`config.mk`:
```
export PLATFORM = sky130hd
export DESIGN_NAME = bram_stream_reader
export DESIGN_NICKNAME = d
export VERILOG_FILES = /design/src/rtl/bram_stream_reader.sv
export SDC_FILE = /design/constraint.sdc
export NUM_CORES = 1
export LEC_CHECK = 0
export CORE_ASPECT_RATIO = 0.9
export CORE_UTILIZATION = 40
export DETAILED_ROUTE_END_ITERATION = 10
export PLACE_DENSITY = 0.63
export REMOVE_ABC_BUFFERS = 1
export SYNTH_ARGS = -nofsm -noshare
export SYNTH_HDL_FRONTEND = slang
export SYNTH_SLANG_ARGS = --single-unit
```
`constraint.sdc`:
```
create_clock -name clk -period 2.1 [get_ports clk]
set_input_delay 0.42 -clock clk [delete_from_list [all_inputs] [get_ports clk]]
set_output_delay 0.42 -clock clk [all_outputs]
set_load 0.02 [all_outputs]
```
`src/rtl/bram_stream_reader.sv`:
```
// Sweeps a wrapping BRAM address range on command and streams the returned words
// through a small output FIFO with valid/ready/last handshaking.
//
// state | meaning
// IDLE  | waiting for start; len=0 gives an immediate done pulse
// ISSUE | issuing reads while words remain and FIFO credit allows
// DRAIN | all reads issued; waiting for the last word to be popped
module bram_stream_reader #(
  parameter int ADDR_WIDTH = 4,
  parameter int DATA_WIDTH = 8,
  parameter int FIFO_DEPTH = 4
) (
  input  logic                  clk,
  input  logic                  rst_n,
  input  logic                  start,
  input  logic [ADDR_WIDTH-1:0] base_addr,
  input  logic [ADDR_WIDTH:0]   len,
  output logic                  busy,
  output logic                  done,
  output logic [ADDR_WIDTH-1:0] bram_raddr,
  input  logic [DATA_WIDTH-1:0] bram_rdata,
  output logic [DATA_WIDTH-1:0] out_data,
  output logic                  out_valid,
  input  logic                  out_ready,
  output logic                  out_last
);

  localparam int PW = (FIFO_DEPTH > 1) ? $clog2(FIFO_DEPTH) : 1;
  localparam int CW = PW + 1;
  localparam logic [CW:0]         DEPTH_C = FIFO_DEPTH[CW:0];
  localparam logic [ADDR_WIDTH:0] REM_ONE = {{ADDR_WIDTH{1'b0}}, 1'b1};

  typedef enum logic [1:0] {
    IDLE  = 2'd0,
    ISSUE = 2'd1,
    DRAIN = 2'd2
  } state_t;

  state_t                state;
  logic [ADDR_WIDTH-1:0] addr;
  logic [ADDR_WIDTH:0]   remaining;
  logic                  s1_valid;
  logic                  s1_last;
  logic                  s2_valid;
  logic                  s2_last;

  logic [DATA_WIDTH-1:0] fifo_data [FIFO_DEPTH];
  logic [FIFO_DEPTH-1:0] fifo_last;
  logic [PW-1:0]         wr_ptr;
  logic [PW-1:0]         rd_ptr;
  logic [CW-1:0]         fifo_count;

  logic        push;
  logic        pop;
  logic        last_pop;
  logic [CW:0] occupancy;
  logic        can_issue;

  assign out_valid = (fifo_count != '0);
  assign out_data  = fifo_data[rd_ptr];
  assign out_last  = out_valid & fifo_last[rd_ptr];

  assign push     = s2_valid;
  assign pop      = out_valid & out_ready;
  assign last_pop = pop & fifo_last[rd_ptr];

  // Credit counts reads still in the BRAM pipeline so every issue has a slot on arrival.
  always_comb begin
    occupancy = {1'b0, fifo_count}
              + {{CW{1'b0}}, s1_valid}
              + {{CW{1'b0}}, s2_valid};
    can_issue = (state == ISSUE) && (remaining != '0) && (occupancy < DEPTH_C);
  end

  always_ff @(posedge clk or negedge rst_n) begin
    if (!rst_n) begin
      state      <= IDLE;
      addr       <= '0;
      remaining  <= '0;
      busy       <= 1'b0;
      done       <= 1'b0;
      bram_raddr <= '0;
      s1_valid   <= 1'b0;
      s1_last    <= 1'b0;
      s2_valid   <= 1'b0;
      s2_last    <= 1'b0;
    end else begin
      done     <= 1'b0;
      s2_valid <= s1_valid;
      s2_last  <= s1_last;
      s1_valid <= 1'b0;
      s1_last  <= 1'b0;
      case (state)
        IDLE: begin
          if (start) begin
            if (len == '0) begin
              done <= 1'b1;
            end else begin
              state     <= ISSUE;
              busy      <= 1'b1;
              addr      <= base_addr;
              remaining <= len;
            end
          end
        end
        ISSUE: begin
          if (can_issue) begin
            bram_raddr <= addr;
            addr       <= addr + 1'b1;
            remaining  <= remaining - 1'b1;
            s1_valid   <= 1'b1;
            if (remaining == REM_ONE) begin
              s1_last <= 1'b1;
              state   <= DRAIN;
            end
          end
        end
        DRAIN: begin
          if (last_pop) begin
            done  <= 1'b1;
            busy  <= 1'b0;
            state <= IDLE;
          end
        end
        default: state <= IDLE;
      endcase
    end
  end

  always_ff @(posedge clk or negedge rst_n) begin
    if (!rst_n) begin
      for (int i = 0; i < FIFO_DEPTH; i++) begin
        fifo_data[i] <= '0;
      end
      fifo_last  <= '0;
      wr_ptr     <= '0;
      rd_ptr     <= '0;
      fifo_count <= '0;
    end else begin
      if (push) begin
        fifo_data[wr_ptr] <= bram_rdata;
        fifo_last[wr_ptr] <= s2_last;
        wr_ptr            <= wr_ptr + 1'b1;
      end
      if (pop) begin
        rd_ptr <= rd_ptr + 1'b1;
      end
      case ({push, pop})
        2'b10:   fifo_count <= fifo_count + 1'b1;
        2'b01:   fifo_count <= fifo_count - 1'b1;
        default: fifo_count <= fifo_count;
      endcase
    end
  end

endmodule

```
# Word level (Yosys, flattened, before mapping)
# Index checks and enable logic that the tools add are counted.
[totals]
regBits = 64
input_bits = 21
output_inout_bits = 16
word_cells = 102
[op_classes]
n_lt_le_gt_ge = 7
muxes = 39
bitwise = 5
addsub = 8
reduce_logical = 15
n_eq_ne = 10
[op_table]
columns = ["operator", "count"]
rows = [
  ["bitwise mux 32 bit", 1],
  ["two-way mux 8 bit", 3],
  ["binary-select mux 8 bit (select 2 bit)", 1],
  ["demux 8 bit (select 2 bit)", 1],
  ["two-way mux 5 bit", 3],
  ["two-way mux 1 bit", 13],
  ["two-way mux 4 bit", 3],
  ["two-way mux 2 bit", 5],
  ["one-hot mux 5 bit (2 select lines)", 1],
  ["inequality test 2 bit, second input constant", 4],
  ["one-hot mux 4 bit (2 select lines)", 1],
  ["AND reduction 4 bit", 2],
  [">= comparator 3 bit, second input constant", 2],
  ["less-than comparator 2 x 3 -> 1 bit, second input constant", 2],
  ["inverter 2 -> 3 bit", 2],
  ["one-hot mux 2 bit (3 select lines)", 1],
  ["one-hot mux 3 bit (2 select lines)", 1],
  ["nonzero test 2 bit", 3],
  ["== test 5 x 1 -> 1 bit, second input constant", 1],
  ["zero test 5 bit", 1],
  ["AND reduction 5 bit", 1],
  ["nonzero test 5 bit", 1],
  ["subtractor 5 x 1 -> 5 bit, second input constant", 1],
  ["adder 2 x 1 -> 2 bit, second input constant", 2],
  ["other kinds (20)", 28],
]

# Depth between registers and ports, before layout
[logic_depth]
word_depth = 6
ltp_mapped = 8
ltp_nobuf = 7

# Worst setup path before layout
# OpenSTA, ideal clock, no wires.
[synth_timing]
path_kind = "register -> register"
start = "register remaining[0]"
end = "register addr[1]"
stages_incl_launch_ff = 8
setup_time_ns = 0.125
required_time_ns = 1.975
arrival_ns = 1.774
path_buffers = 1
setup_slack_ns = 0.201
period_less_slack_ns = 1.899
cell_sequence = "dfrtp_1 > inv_1 > ha_1 > or4b_1 > o211a_1 > buf_6 > nor2_8 > mux2_2"
[synth_between]
elab_chain_cells = 5
[synth_lines]
columns = ["item", "line", "rtl"]
rows = [
  ["from (decl)", "41", "logic [ADDR_WIDTH:0] remaining;"],
  ["from (signal assigned)", "102", "remaining <= len;"],
  ["from (signal assigned)", "110", "remaining <= remaining - 1'b1;"],
  ["nonzero test 5 bit", "72", "can_issue = (state == ISSUE) && (remaining != '0) && (occupancy < DEPTH_C);"],
  ["logical AND 1 bit (2 in series)", "72", ""],
  ["inequality test 2 bit (no source line)", "-", ""],
  ["AND reduction 4 bit (no source line)", "-", ""],
  ["to (signal assigned)", "101", "addr <= base_addr;"],
  ["to (signal assigned)", "109", "addr <= addr + 1'b1;"],
  ["to (decl)", "40", "logic [ADDR_WIDTH-1:0] addr;"],
]
# No other way between the ends.
# A chain may end at the register's enable or synchronous reset.

# Worst setup path in the final report
[layout_timing]
start = "register rd_ptr[0]"
end = "output port out_data[5]"
[layout_between]
elab_chain_cells = 4
[layout_lines]
columns = ["item", "line", "rtl"]
rows = [
  ["from (decl)", "50", "logic [PW-1:0] rd_ptr;"],
  ["from (signal assigned)", "146", "rd_ptr <= rd_ptr + 1'b1;"],
  ["inverter 2 -> 3 bit (not written as such)", "60", "assign out_data = fifo_data[rd_ptr];"],
  ["binary-select mux 8 bit (select 2 bit)", "60", ""],
  ["two-way mux 8 bit (not written as such) (2 in series)", "60", ""],
  ["to (decl)", "22", "output logic [DATA_WIDTH-1:0] out_data,"],
]
# No other way between the ends. The select of a mux whose other input is x is not followed.

==> impl_metrics.env <==
export IMPL_r2r_start="fifo_count[0]"
export IMPL_gp_congestion=0.7767
export IMPL_die_h_um=84.59
export IMPL_post_dp_hpwl_um=3974
export IMPL_boundaryPins=37
export IMPL_syn2layout_area_growth_pct=27.07
export IMPL_cellPowerDensity_nw_per_um2=1629
export IMPL_status="complete, no violations"
export IMPL_dp_cells=365
export IMPL_setup_tns_ns=0
export IMPL_grt_pass1_vias=2038
export IMPL_wl_per_cell_um=15.32
export IMPL_worstSetupEndpointType="output port"
export IMPL_reg2reg_setup_slack_ns=0.15
export IMPL_design_core_area_um2=7184
export IMPL_critPathKind="register to output port"
export IMPL_cts_sinks=64
export IMPL_slew_headroom_pct=57.13
export IMPL_syn_area_um2=3032
export IMPL_dr_pass1_iters=4
export IMPL_grt_max_degree=65
export IMPL_fin_cells=384
export IMPL_critPathLaunch="rd_ptr[0]"
export IMPL_r2r_end="bram_raddr[0]"
export IMPL_setup_viol=0
export IMPL_maxCapViolCount=0
export IMPL_synth_distinct_cells=40
export IMPL_fmax_mhz=483.3
export IMPL_critPathMaxFanout=6
export IMPL_p_int_mw=4.106
export IMPL_drc=0
export IMPL_fin_crit_ns=2.069
export IMPL_port_buffers=36
export IMPL_ir_drop_uv=952.2
export IMPL_maxSlewViolCount=0
export IMPL_critPathLaunchType="register"
export IMPL_ys_seq_area_share_pct=52.83
export IMPL_drtAntennaViolNets=0
export IMPL_n_antenna_cell=0
export IMPL_pwr_share_seq_pct=34.3
export IMPL_skew_ns=0.01071
export IMPL_antenna_found_initial=0
export IMPL_combPwrFrac_pct=47.0
export IMPL_yosys_warnings=0
export IMPL_insertion_delay_ns=0.34
export IMPL_viasPerCell=5.081
export IMPL_worstPathArrival_ns=1.65
export IMPL_p_sw_share_pct=34.58
export IMPL_whs_ns=0.07952
export IMPL_fin_crit_sh_pct=98.53
export IMPL_layout_cells_most_common="dfrtp_1"
export IMPL_synth_top_flop_cell="dfrtp_1"
export IMPL_leakage_nw=1.719
export IMPL_power_switching_mw=2.170
export IMPL_drt_iter0_drc=75
export IMPL_synth_cells=223
export IMPL_worst_hold_path_type="input pin to async pin"
export IMPL_ys_seq_elements=64
export IMPL_htreeDepth=3
export IMPL_grt_overflow=0
export IMPL_cts_tree="built"
export IMPL_start_util_pct=42.20
export IMPL_p_total_mw=6.276
export IMPL_layout_nets=318
export IMPL_die_area_um2=7932
export IMPL_crit_path_end="out_data[5]"
export IMPL_rsz0062_at_grt="yes"
export IMPL_cts_buffers=9
export IMPL_avgSynthCellArea_um2=13.59
export IMPL_synth_edf_count=0
export IMPL_dr_total_vias=1951
export IMPL_drive_above_1_share_pct=37.11
export IMPL_cts_hold_buffers_added=0
export IMPL_track_usage_pct=16.53
export IMPL_clkPwrFrac_pct=18.7
export IMPL_die_x_um=93.77
export IMPL_drt_total_wl_um=5882
export IMPL_final_cell_mix="63 x dfrtp_1, 39 x mux2_2, 25 x clkdlybuf4s50_1, 21 x buf_4, 13 x nand2_1"
export IMPL_ff2ff_path_depth=5
export IMPL_async_reset_ff_share_pct=100.0
export IMPL_rows=29
export IMPL_tightest_slew_ns=0.6431
export IMPL_root_buffer="clkbuf_8"
export IMPL_clkTransAtPathRegs_ns=0.07
export IMPL_grt_pass1_wl_um=9949
export IMPL_hold_viol_final=0
export IMPL_cp_required_ns=1.68
export IMPL_clock_path_buffers=2
Yosys cell counts, types with 2 or more instances:
cell type	instances	area, µm²
o21ai_0	4	20.02
buf_2	2	10.01
nor3b_1	4	30.03
and3_1	2	12.51
xnor2_1	2	17.52
o22ai_1	4	25.02
nor3_1	5	25.02
xor2_1	4	35.03
dfrtp_1	64	1602
mux2_4	2	30.03
nand2b_1	2	12.51
o211a_1	2	20.02
ha_1	10	125.1
nor2b_1	2	12.51
nand2_1	13	48.80
buf_6	3	33.78
a21oi_1	8	40.04
a31o_2	2	17.52
nor2_1	4	15.01
mux2_2	39	439.2
inv_1	10	37.54
nand3_1	2	10.01
clkbuf_1	4	15.01
mux4_2	9	202.7
o2bb2ai_1	5	43.79
layout make-up:
cell class              instances  area (µm²)
fillers                       648        3332
flip-flops and latches         64        1603
multi-input cells             140        1336
repair buffers                 61       539.3
clock buffers                  11       141.4
well taps                      93       116.4
clock inverters                 5       78.83
inverters                      10       37.54
logic make-up after synthesis:
logic type	after synthesis	synth area share [%]
xor gates and xnor gates	6	1.733
AOI/OAI and AO/OA	29	6.604
muxes	51	22.49
adders and majority gates	11	4.787
DFF	64	52.83
and+or+nand+nor	43	8.378
buffers and inverters	19	3.178
flip-flops by register name, indices dropped and copies added (netlist names):
name	flops
push	1
s1_last	1
state	2
fifo_data	32
bram_raddr	4
remaining	5
s1_valid	1
addr	4
fifo_last	4
busy	1
done	1
fifo_count	3
s2_last	1
rd_ptr	2
wr_ptr	2
power by group through the flow:
stage | registers [mW] | clock network [mW] | logic (mW)
global route | 2.25 | 1.26 | 3.21
global placement | 2.15 | 0 | 2.96
floorplan | 2.19 | 0 | 1.87
CTS | 2.15 | 1.21 | 2.90
finish | 2.15 | 1.17 | 2.95
detailed placement | 2.17 | 0 | 3.02
worst max-delay path, cell delays in order (launching register included):
cell and delay, ns:
dfrtp_2 0.41, buf_6 0.16, buf_6 0.10, mux4_2 0.49, buf_6 0.15
per-layer routing:
| metal | routed length [µm] | global-route usage [%] | part of all wire (%) | up-vias |
|---|---|---|---|---|
| met5 | 0 | 0 | 0 | - |
| met4 | 38 | 3.776 | 0.65 | 0 |
| met3 | 251 | 5.978 | 4.3 | 4 |
| met2 | 2794 | 26.34 | 48 | 37 |
| met1 | 2798 | 21.55 | 48 | 970 |
| li1 | - | - | - | 940 |
stage by stage:
stage	setup WS, ns	cell area (µm²)	utilization (%)
finish	0.03093	3852	53.62
CTS	-0.05821	3826	53.26
global route	-0.02899	3852	53.62
detailed placement	-0.2110	3622	50.42
global placement	-0.1857	3622	50.42
floorplan	0.07432	2973	-
worst min path at each step:
| stage | endpoint | slack (ns) | depth (start not counted) |
|---|---|---|---|
| final | fifo_data[29] | 0.08 | 2 |
| after global routing | fifo_data[13] | 0.1 | 2 |
| after CTS | fifo_data[13] | 0.09 | 2 |
| after detailed placement | s2_last | 0.34 | 0 |
| after global placement | s2_last | 0.33 | 0 |
| after floorplan | addr[0] | 0.12 | 0 |
what timing repair did:
| action | CTS | global route |
|---|---|---|
| setup endpoints to repair | 10 | 9 |
| setup buffers | 3 | 0 |
| pin swaps | 0 | 1 |
| resized for setup | 39 | 10 |
| cloned | 0 | 0 |
(Power assumes the default switching activity.)
